### config.mk
export PLATFORM = sky130hd
export DESIGN_NAME = ttt_game_ctrl_flat
export DESIGN_NICKNAME = d
export VERILOG_FILES = /design/src/rtl/ttt_game_ctrl_if.sv /design/src/rtl/ttt_game_ctrl.sv /design/src/flat_wrapper.sv
export SDC_FILE = /design/constraint.sdc
export NUM_CORES = 1
export LEC_CHECK = 0
export BUFFER_PORTS_ARGS = -buffer_cell sky130_fd_sc_hd__buf_2
export CAP_MARGIN = 20
export CORE_ASPECT_RATIO = 0.7
export CORE_MARGIN = 2
export CORE_UTILIZATION = 45
export CTS_CLUSTER_DIAMETER = 120
export DETAILED_ROUTE_END_ITERATION = 7
export PLACE_DENSITY = 0.65
export SETUP_SLACK_MARGIN = 0.5
export SLEW_MARGIN = 20
export SYNTH_ARGS = -nofsm -noshare
export SYNTH_HDL_FRONTEND = slang
export SYNTH_SLANG_ARGS = --single-unit
### constraint.sdc
create_clock -name CLK -period 2.54 [get_ports CLK]
set_input_delay 0.127 -clock CLK [delete_from_list [all_inputs] [get_ports CLK]]
set_output_delay 0.127 -clock CLK [all_outputs]
set_load 0.01 [all_outputs]
### src/rtl/ttt_game_ctrl_if.sv
// Button-pulse inputs and board/status outputs of the tic-tac-toe game controller.
// The controller uses the slave modport; whoever presses the buttons uses master.
interface ttt_game_ctrl_if;
  logic        BTN_UP;
  logic        BTN_DOWN;
  logic        BTN_LEFT;
  logic        BTN_RIGHT;
  logic        BTN_SELECT;
  logic [35:0] CONTROL_ARRAY;
  logic [1:0]  GAME_STATE;
  logic [1:0]  WINNER;
  logic        TURN;
  logic [3:0]  MOVE_COUNT;

  modport master (
    output BTN_UP, BTN_DOWN, BTN_LEFT, BTN_RIGHT, BTN_SELECT,
    input  CONTROL_ARRAY, GAME_STATE, WINNER, TURN, MOVE_COUNT
  );

  modport slave (
    input  BTN_UP, BTN_DOWN, BTN_LEFT, BTN_RIGHT, BTN_SELECT,
    output CONTROL_ARRAY, GAME_STATE, WINNER, TURN, MOVE_COUNT
  );
endinterface

### src/rtl/ttt_game_ctrl.sv
// Tic-tac-toe game-state controller: board, cursor, turn, win/draw detection
// and the registered per-cell display codes for the VGA block.
module ttt_game_ctrl #(
  parameter int BLINK_DIV = 20000000
) (
  input logic            CLK,
  input logic            RESET,
  ttt_game_ctrl_if.slave bus
);

  typedef enum logic [1:0] {PLAY = 2'd0, CHECK = 2'd1, WIN = 2'd2, DRAW = 2'd3} state_e;

  localparam int            CW         = $clog2(BLINK_DIV);
  localparam logic [CW-1:0] BLINK_LAST = CW'(BLINK_DIV - 1);
  localparam logic [35:0]   CTRL_RESET = 36'h000010000;
  // Cell-index masks of the three rows, three columns and two diagonals.
  localparam logic [8:0] LINE_MASK [8] = '{
    9'b000000111, 9'b000111000, 9'b111000000,
    9'b001001001, 9'b010010010, 9'b100100100,
    9'b100010001, 9'b001010100
  };

  state_e          state_q;
  logic [8:0][1:0] board_q;
  logic [3:0]      cursor_q;
  logic [3:0]      moves_q;
  logic            turn_q;
  logic [1:0]      winner_q;
  logic [8:0]      winMask_q;
  logic [CW-1:0]   blinkCnt_q;
  logic            blinkVis_q;
  logic [35:0]     ctrl_q;

  logic [1:0]  player;
  logic [8:0]  mine;
  logic [8:0]  winMask_d;
  logic [35:0] ctrl_d;
  logic [1:0]  overlay;
  logic [3:0]  cursorUp_d, cursorDown_d, cursorLeft_d, cursorRight_d;
  logic        colZero, colTwo, cellFree, moveReq, blinkRestart;

  always_comb begin
    player    = turn_q ? 2'd2 : 2'd1;
    mine      = '0;
    winMask_d = '0;
    for (int c = 0; c < 9; c++) mine[c] = (board_q[c] == player);
    for (int l = 0; l < 8; l++)
      if ((mine & LINE_MASK[l]) == LINE_MASK[l]) winMask_d = winMask_d | LINE_MASK[l];

    colZero       = (cursor_q == 4'd0) || (cursor_q == 4'd3) || (cursor_q == 4'd6);
    colTwo        = (cursor_q == 4'd2) || (cursor_q == 4'd5) || (cursor_q == 4'd8);
    cursorUp_d    = (cursor_q < 4'd3) ? cursor_q + 4'd6 : cursor_q - 4'd3;
    cursorDown_d  = (cursor_q > 4'd5) ? cursor_q - 4'd6 : cursor_q + 4'd3;
    cursorLeft_d  = colZero ? cursor_q + 4'd2 : cursor_q - 4'd1;
    cursorRight_d = colTwo ? cursor_q - 4'd2 : cursor_q + 4'd1;

    cellFree     = (board_q[cursor_q] == 2'd0);
    moveReq      = bus.BTN_UP | bus.BTN_DOWN | bus.BTN_LEFT | bus.BTN_RIGHT;
    // Any accepted cursor move, placement or restart makes the cursor visible at once.
    blinkRestart = ((state_q == PLAY) && (bus.BTN_SELECT ? cellFree : moveReq)) ||
                   (((state_q == WIN) || (state_q == DRAW)) && bus.BTN_SELECT);

    ctrl_d  = '0;
    overlay = 2'd0;
    for (int c = 0; c < 9; c++) begin
      overlay = 2'd0;
      if ((state_q == PLAY) && blinkVis_q && (cursor_q == 4'(c)))
        overlay = player;
      else if ((state_q == WIN) && blinkVis_q && winMask_q[c])
        overlay = winner_q;
      ctrl_d[c*4 +: 4] = {2'b00, board_q[c]} * 4'd3 + {2'b00, overlay};
    end
  end

  always_ff @(posedge CLK) begin
    if (RESET) begin
      state_q    <= PLAY;
      board_q    <= '0;
      cursor_q   <= 4'd4;
      moves_q    <= 4'd0;
      turn_q     <= 1'b0;
      winner_q   <= 2'd0;
      winMask_q  <= '0;
      blinkCnt_q <= '0;
      blinkVis_q <= 1'b1;
      ctrl_q     <= CTRL_RESET;
    end else begin
      ctrl_q <= ctrl_d;

      if (blinkRestart) begin
        blinkCnt_q <= '0;
        blinkVis_q <= 1'b1;
      end else if (blinkCnt_q == BLINK_LAST) begin
        blinkCnt_q <= '0;
        blinkVis_q <= ~blinkVis_q;
      end else begin
        blinkCnt_q <= blinkCnt_q + CW'(1);
      end

      case (state_q)
        PLAY: begin
          if (bus.BTN_SELECT) begin
            if (cellFree) begin
              board_q[cursor_q] <= player;
              moves_q           <= moves_q + 4'd1;
              state_q           <= CHECK;
            end
          end else if (bus.BTN_UP)    cursor_q <= cursorUp_d;
          else if (bus.BTN_DOWN)      cursor_q <= cursorDown_d;
          else if (bus.BTN_LEFT)      cursor_q <= cursorLeft_d;
          else if (bus.BTN_RIGHT)     cursor_q <= cursorRight_d;
        end
        CHECK: begin
          if (winMask_d != 9'd0) begin
            state_q   <= WIN;
            winner_q  <= player;
            winMask_q <= winMask_d;
          end else if (moves_q == 4'd9) begin
            state_q <= DRAW;
          end else begin
            turn_q  <= ~turn_q;
            state_q <= PLAY;
          end
        end
        default: begin
          if (bus.BTN_SELECT) begin
            state_q   <= PLAY;
            board_q   <= '0;
            cursor_q  <= 4'd4;
            moves_q   <= 4'd0;
            turn_q    <= 1'b0;
            winner_q  <= 2'd0;
            winMask_q <= '0;
          end
        end
      endcase
    end
  end

  assign bus.CONTROL_ARRAY = ctrl_q;
  assign bus.GAME_STATE    = state_q;
  assign bus.WINNER        = winner_q;
  assign bus.TURN          = turn_q;
  assign bus.MOVE_COUNT    = moves_q;

endmodule

### src/flat_wrapper.sv
// flat-port wrapper written by rule: the top's interface ports become plain ports
module ttt_game_ctrl_flat 
#(
  parameter int BLINK_DIV = 20000000
)
  (CLK, RESET, bus_BTN_UP, bus_BTN_DOWN, bus_BTN_LEFT, bus_BTN_RIGHT, bus_BTN_SELECT, bus_CONTROL_ARRAY, bus_GAME_STATE, bus_WINNER, bus_TURN, bus_MOVE_COUNT);
  ttt_game_ctrl_if bus_i ();
  input logic CLK;
  input logic RESET;
  input wire logic [$bits(bus_i.BTN_UP)-1:0] bus_BTN_UP;
  input wire logic [$bits(bus_i.BTN_DOWN)-1:0] bus_BTN_DOWN;
  input wire logic [$bits(bus_i.BTN_LEFT)-1:0] bus_BTN_LEFT;
  input wire logic [$bits(bus_i.BTN_RIGHT)-1:0] bus_BTN_RIGHT;
  input wire logic [$bits(bus_i.BTN_SELECT)-1:0] bus_BTN_SELECT;
  output wire logic [$bits(bus_i.CONTROL_ARRAY)-1:0] bus_CONTROL_ARRAY;
  output wire logic [$bits(bus_i.GAME_STATE)-1:0] bus_GAME_STATE;
  output wire logic [$bits(bus_i.WINNER)-1:0] bus_WINNER;
  output wire logic [$bits(bus_i.TURN)-1:0] bus_TURN;
  output wire logic [$bits(bus_i.MOVE_COUNT)-1:0] bus_MOVE_COUNT;
  assign bus_i.BTN_UP = bus_BTN_UP;
  assign bus_i.BTN_DOWN = bus_BTN_DOWN;
  assign bus_i.BTN_LEFT = bus_BTN_LEFT;
  assign bus_i.BTN_RIGHT = bus_BTN_RIGHT;
  assign bus_i.BTN_SELECT = bus_BTN_SELECT;
  assign bus_CONTROL_ARRAY = bus_i.CONTROL_ARRAY;
  assign bus_GAME_STATE = bus_i.GAME_STATE;
  assign bus_WINNER = bus_i.WINNER;
  assign bus_TURN = bus_i.TURN;
  assign bus_MOVE_COUNT = bus_i.MOVE_COUNT;
  ttt_game_ctrl #(.BLINK_DIV(BLINK_DIV)) u_core (.CLK(CLK), .RESET(RESET), .bus(bus_i));
endmodule
# Word-level counts from Yosys, hierarchy flattened
# Index checks and enable logic that the tools add are counted.
# W data, S select, Z words.
# word_totals
reg_bits,102
out_inout_bits,45
word_cells,203
# op_classes
n_addsub,19
multipliers,9
magnitude_cmp,4
eq_ne,37
muxes,67
bitwise_logic,7
n_reduce_logical,42
# ops
operator,count
$mux W18,3
$mux W2,27
$mux W4,13
$mux W9,5
$add A4 B2 Y4,9
$mul A2 B2 Y4 const B,9
$pmux W18 S2,1
$add A25 B1 Y25 const B,1
$eq A25 B25 Y1 const B,1
$eq A3 B3 Y1 const B,8
$logic_and A1 B1 Y1,23
$bwmux W18,1
$eq A2 B2 Y1,9
$pmux W9 S2,1
$eq A4 B3 Y1 const B,4
$pmux W4 S2,2
$mux W7,2
$reduce_and A3 Y1,3
$reduce_bool A9 Y1,1
$add A4 B1 Y4 const B,2
$add A4 B2 Y4 const B,2
$bmux W2 S4,1
$demux W2 S4,1
$eq A4 B2 Y1 const B,2
other kinds (30),54

# Depth between registers and ports, before layout
# depth
ltp_word,14
mapped_depth,12

# Least setup slack after synthesis
# OpenSTA, ideal clock, no wires.
# synth_timing
kind,reg2reg
startpoint,"reg u_core.turn_q, in the netlist u_core.bus.TURN"
endpoint,"reg u_core.ctrl_q[26], in the netlist u_core.bus.CONTROL_ARRAY[26]"
arrival_ps,2747
setup_slack_ps,-273
path_stages_with_launch,12
synth_period_minus_slack_ps,2813
cell_sequence,dfxtp_1 -> buf_4 -> clkbuf_1 -> and3_1 -> clkbuf_1 -> a32oi_1 -> fa_1 -> inv_1 -> ha_1 -> inv_1 -> fa_1 -> nor2_1
# synth_via
elab_chain_cells,3
# synth_rtl
item,line,text
"start, declared",ttt_game_ctrl.sv:27,logic turn_q;
"start signal, assigned",ttt_game_ctrl.sv:121,turn_q <= ~turn_q;
$mux W2,ttt_game_ctrl.sv:43,player = turn_q ? 2'd2 : 2'd1;
$mux W2,ttt_game_ctrl.sv:67,if ((state_q == PLAY) && blinkVis_q && (cursor_q == 4'(c)))
$add A4 B2 Y4,ttt_game_ctrl.sv:71,"ctrl_d[c*4 +: 4] = {2'b00, board_q[c]} * 4'd3 + {2'b00, overlay};"
"end signal, assigned",ttt_game_ctrl.sv:88,ctrl_q <= ctrl_d;
"end, declared",ttt_game_ctrl.sv:32,logic [35:0] ctrl_q;
# No other way between the ends.
# A chain may end at the register's enable or synchronous reset.

# Worst setup path after layout
# layout_timing
startpoint,"reg u_core.state_q[0], in the netlist u_core.bus.GAME_STATE[0]"
endpoint,"reg u_core.ctrl_q[30], in the netlist u_core.bus.CONTROL_ARRAY[30]"
# layout_via
elab_chain_cells,6
# layout_rtl
item,line,text
"start, declared",ttt_game_ctrl.sv:23,state_e state_q;
"start signal, assigned",ttt_game_ctrl.sv:77,state_q <= PLAY;
"start signal, assigned",ttt_game_ctrl.sv:106,state_q <= CHECK;
"start signal, assigned",ttt_game_ctrl.sv:115,state_q <= WIN;
$eq A2 B2 Y1,ttt_game_ctrl.sv:69,else if ((state_q == WIN) && blinkVis_q && winMask_q[c])
$logic_and A1 B1 Y1 (2 in a row),ttt_game_ctrl.sv:69,
$mux W2,ttt_game_ctrl.sv:69,
$mux W2 *,ttt_game_ctrl.sv:67,
$add A4 B2 Y4 *,ttt_game_ctrl.sv:71,
# Mark *: on every way between the ends. The rest lies on a longest branch, timed or not.

==> results_dict.tcl <==
set metrics [dict create \
    synth_nets 715 \
    antenna_found_initial 0 \
    routed_wl_mm 17.3 \
    ant_nets 0 \
    synth_area_leader_cell "dfxtp_1" \
    io_pins 52 \
    start_util_pct 46.0 \
    hold_viol 0 \
    max-cap-violations 0 \
    finalSetupTns_ns 0 \
    synth_area_leaders "dfxtp_1, ha_1, fa_1, nor2_1, nand2_1" \
    synth_seq_cells 102 \
    synth_top_area_share_pct 35.7 \
    tritoncts "built" \
    hold_ws_ns 0.103 \
    critPathRequiredTime_ns 2.77 \
    hp-class "input pin to register" \
    grt_usage_pct 25.0 \
    cts_sinks 102 \
    worstSetupPathType "register to register" \
    syn_avg_cell_area_um2 8.68 \
    antenna_cells 0 \
    cp-start-kind "register" \
    finalCriticalPeriod_ns 2.46 \
    ys.flop_type "dfxtp_1" \
    htreeDepth 3 \
    hold_path_startpoint "bus_BTN_UP" \
    cp.arrival_ns 2.69 \
    clockBufferDepth 2 \
    max_freq_mhz 406 \
    rows 34 \
    rr_startpoint "u_core.bus.GAME_STATE[0]" \
    cts_buffers 9 \
    p_per_area_nw_per_um2 590 \
    synth_async_sr_flop_share_pct 0 \
    syn-instance-count 659 \
    skew_ns 0.00805 \
    grt_remaining_overflow 0 \
    drc 0 \
    grt_pass1_vias 5153 \
    firstDrtPassIters 5 \
    cp_max_fo 5 \
    p_leak_uw 0.00311 \
    cp-startpoint "u_core.bus.GAME_STATE[0]" \
    vdd_drop_max_v 0.000477 \
    maxSlewViolCount 0 \
    synth_cell_types 72 \
    timing.final.setup_violations 0 \
    clk_latency_ns 0.36 \
    vias_per_cell 5.59 \
    drtIter0Drc 388 \
    synth_edf_count 0 \
    core-area_um2 12400 \
    ctsRootBufferMaster "clkbuf_16" \
    seq_area_frac_synth_pct 35.7 \
    syn_area_um2 5720 \
    port_buffers 51 \
    area_growth_pct 37.8 \
    path_clk_slew_ns 0.07 \
    die_x_um 139 \
    end_kind "register" \
    grt_pass1_wl_mm 27.0 \
    relSlewSlack_pct 62.4 \
    wl_per_cell_um 18.3 \
    ys.warnings.count 0 \
    gp_congestion 0.929 \
    status "finished, final reports clean" \
    hpwl_mm 11.7 \
    drive_gt1_share_pct 37.3 \
    dieArea_um2 13600 \
    rsz0062_at_grt "yes" \
    tightest_slew_ns 0.564 \
    grt_max_degree 43 \
    fin_nets 833 \
    dieHeight_um 98.3 \
    fin_crit_sh_pct 96.9 \
    num_vias 5276 \
]
==> final cells by class <==
class                   instances  area [um^2]
clock buffers                  10          229
flip-flops and latches        102         2080
multi-input cells             485         4040
fillers                       986         4540
inverters                      47          184
repair buffers                132         1050
well taps                     162          203
clock inverters                 6         92.6
==> critical path: stages, from the launching register on <==
cell and delay (ns):
dfxtp_4 0.35, buf_6 0.12, nor2_4 0.13, and3_4 0.30, a32oi_4 0.15, fa_1 0.50
inv_2 0.09, ha_4 0.13, inv_2 0.03, fa_2 0.50, nor2_1 0.04
==> power by group <==
group / switching (uW) / internal [uW] / total (uW)
logic: 748 / 625 / 1370
registers: 81.8 / 1670 / 1750
clock network: 651 / 874 / 1520
total: 1480 / 3170 / 4650
==> path summary, 6_finish.rpt <==
path,to,slack [ns],depth (start not counted)
max,u_core.bus.CONTROL_ARRAY[30],0.08,10
min,u_core.cursor_q[2],0.10,3
max reg2reg,u_core.bus.CONTROL_ARRAY[30],0.08,10
min reg2reg,u_core.blinkCnt_q[0],0.44,1
==> metal layers <==
metal,up-vias,GRT usage [%],wire length [um]
met1,2526,34.8,8090
met4,0,6.37,294
met3,32,6.67,1290
met2,235,38.8,7610
li1,2483,-,-
met5,-,0,0
==> cell usage after synthesis (5+ instances only) <==
| cell type | number |
|---|---|
| a21oi_1 | 17 |
| a32o_1 | 6 |
| a32oi_1 | 5 |
| and3_1 | 7 |
| clkbuf_1 | 18 |
| dfxtp_1 | 102 |
| fa_1 | 18 |
| ha_1 | 31 |
| inv_1 | 44 |
| mux2i_1 | 24 |
| nand2_1 | 69 |
| nand2b_1 | 13 |
| nand3_1 | 20 |
| nand3b_1 | 8 |
| nand4_1 | 5 |
| nor2_1 | 85 |
| nor2b_1 | 21 |
| nor3_1 | 14 |
| o21ai_0 | 20 |
| o21ai_1 | 8 |
| o22a_1 | 5 |
| o22ai_1 | 5 |
| or3_1 | 6 |
| xnor2_1 | 14 |
| xor2_1 | 13 |
==> cells in the final DEF, fill, tap and decap left out, types with 8 or more instances in the layout <==
| cell type | netlist | final |
|---|---|---|
| dfxtp_1 | 102 | 84 |
| xnor2_1 | 14 | 14 |
| buf_6 | 1 | 12 |
| clkbuf_16 | 0 | 9 |
| xor2_1 | 13 | 13 |
| nor2_4 | 0 | 8 |
| ha_4 | 0 | 11 |
| inv_2 | 2 | 13 |
| nor2b_1 | 21 | 20 |
| o21ai_0 | 20 | 13 |
| fa_1 | 18 | 10 |
| nand2b_1 | 13 | 12 |
| nand3_1 | 20 | 20 |
| nand3b_1 | 8 | 8 |
| nand2_1 | 69 | 69 |
| ha_1 | 31 | 14 |
| inv_1 | 44 | 31 |
| o21ai_2 | 1 | 10 |
| a21oi_1 | 17 | 12 |
| dfxtp_2 | 0 | 12 |
| mux2i_1 | 24 | 24 |
| nor2_1 | 85 | 76 |
| buf_4 | 2 | 58 |
| fa_2 | 0 | 8 |
| buf_2 | 4 | 51 |
==> logic make-up after synthesis <==
logic type / after synthesis / synth area share [%]
AOI/OAI and AO/OA: 103 / 12.9
xor gates and xnor gates: 27 / 4.13
adders and majority gates: 49 / 13.1
buffers and inverters: 74 / 5.21
DFF: 102 / 35.7
muxes: 26 / 4.79
and+or+nand+nor: 278 / 24.2
==> state kept, by name, indices dropped and copies added, names as in the netlist <==
register	flops
u_core.blinkCnt_q	25
u_core.blinkVis_q	1
u_core.board_q	18
u_core.bus.CONTROL_ARRAY	36
u_core.bus.GAME_STATE	2
u_core.bus.MOVE_COUNT	4
u_core.bus.TURN	1
u_core.bus.WINNER	2
u_core.cursor_q	4
u_core.winMask_q	9
==> stage by stage <==
step                area [um^2]  std cells  util (%)  setup WS, ns  total power (uW)
floorplan                  5920        659         -        0.0942              2410
finish                     7880        944      63.4        0.0776              4650
detailed placement         6440        876      51.9        0.0395              2710
global route               7880        944      63.4        0.0197              4820
global placement           6440        876      51.9        0.0848              2690
CTS                        7460        923      60.1         0.142              4450
==> timing repair <==
action / CTS / global route
setup buffers: 28 / 20
hold buffers: 0 / 0
pin swaps: 47 / 26
gates resized for setup: 101 / 59
gates cloned: 3 / 1
endpoints found under the setup margin: 89 / 80
No activity file was read; power rests on OpenSTA's default activity.
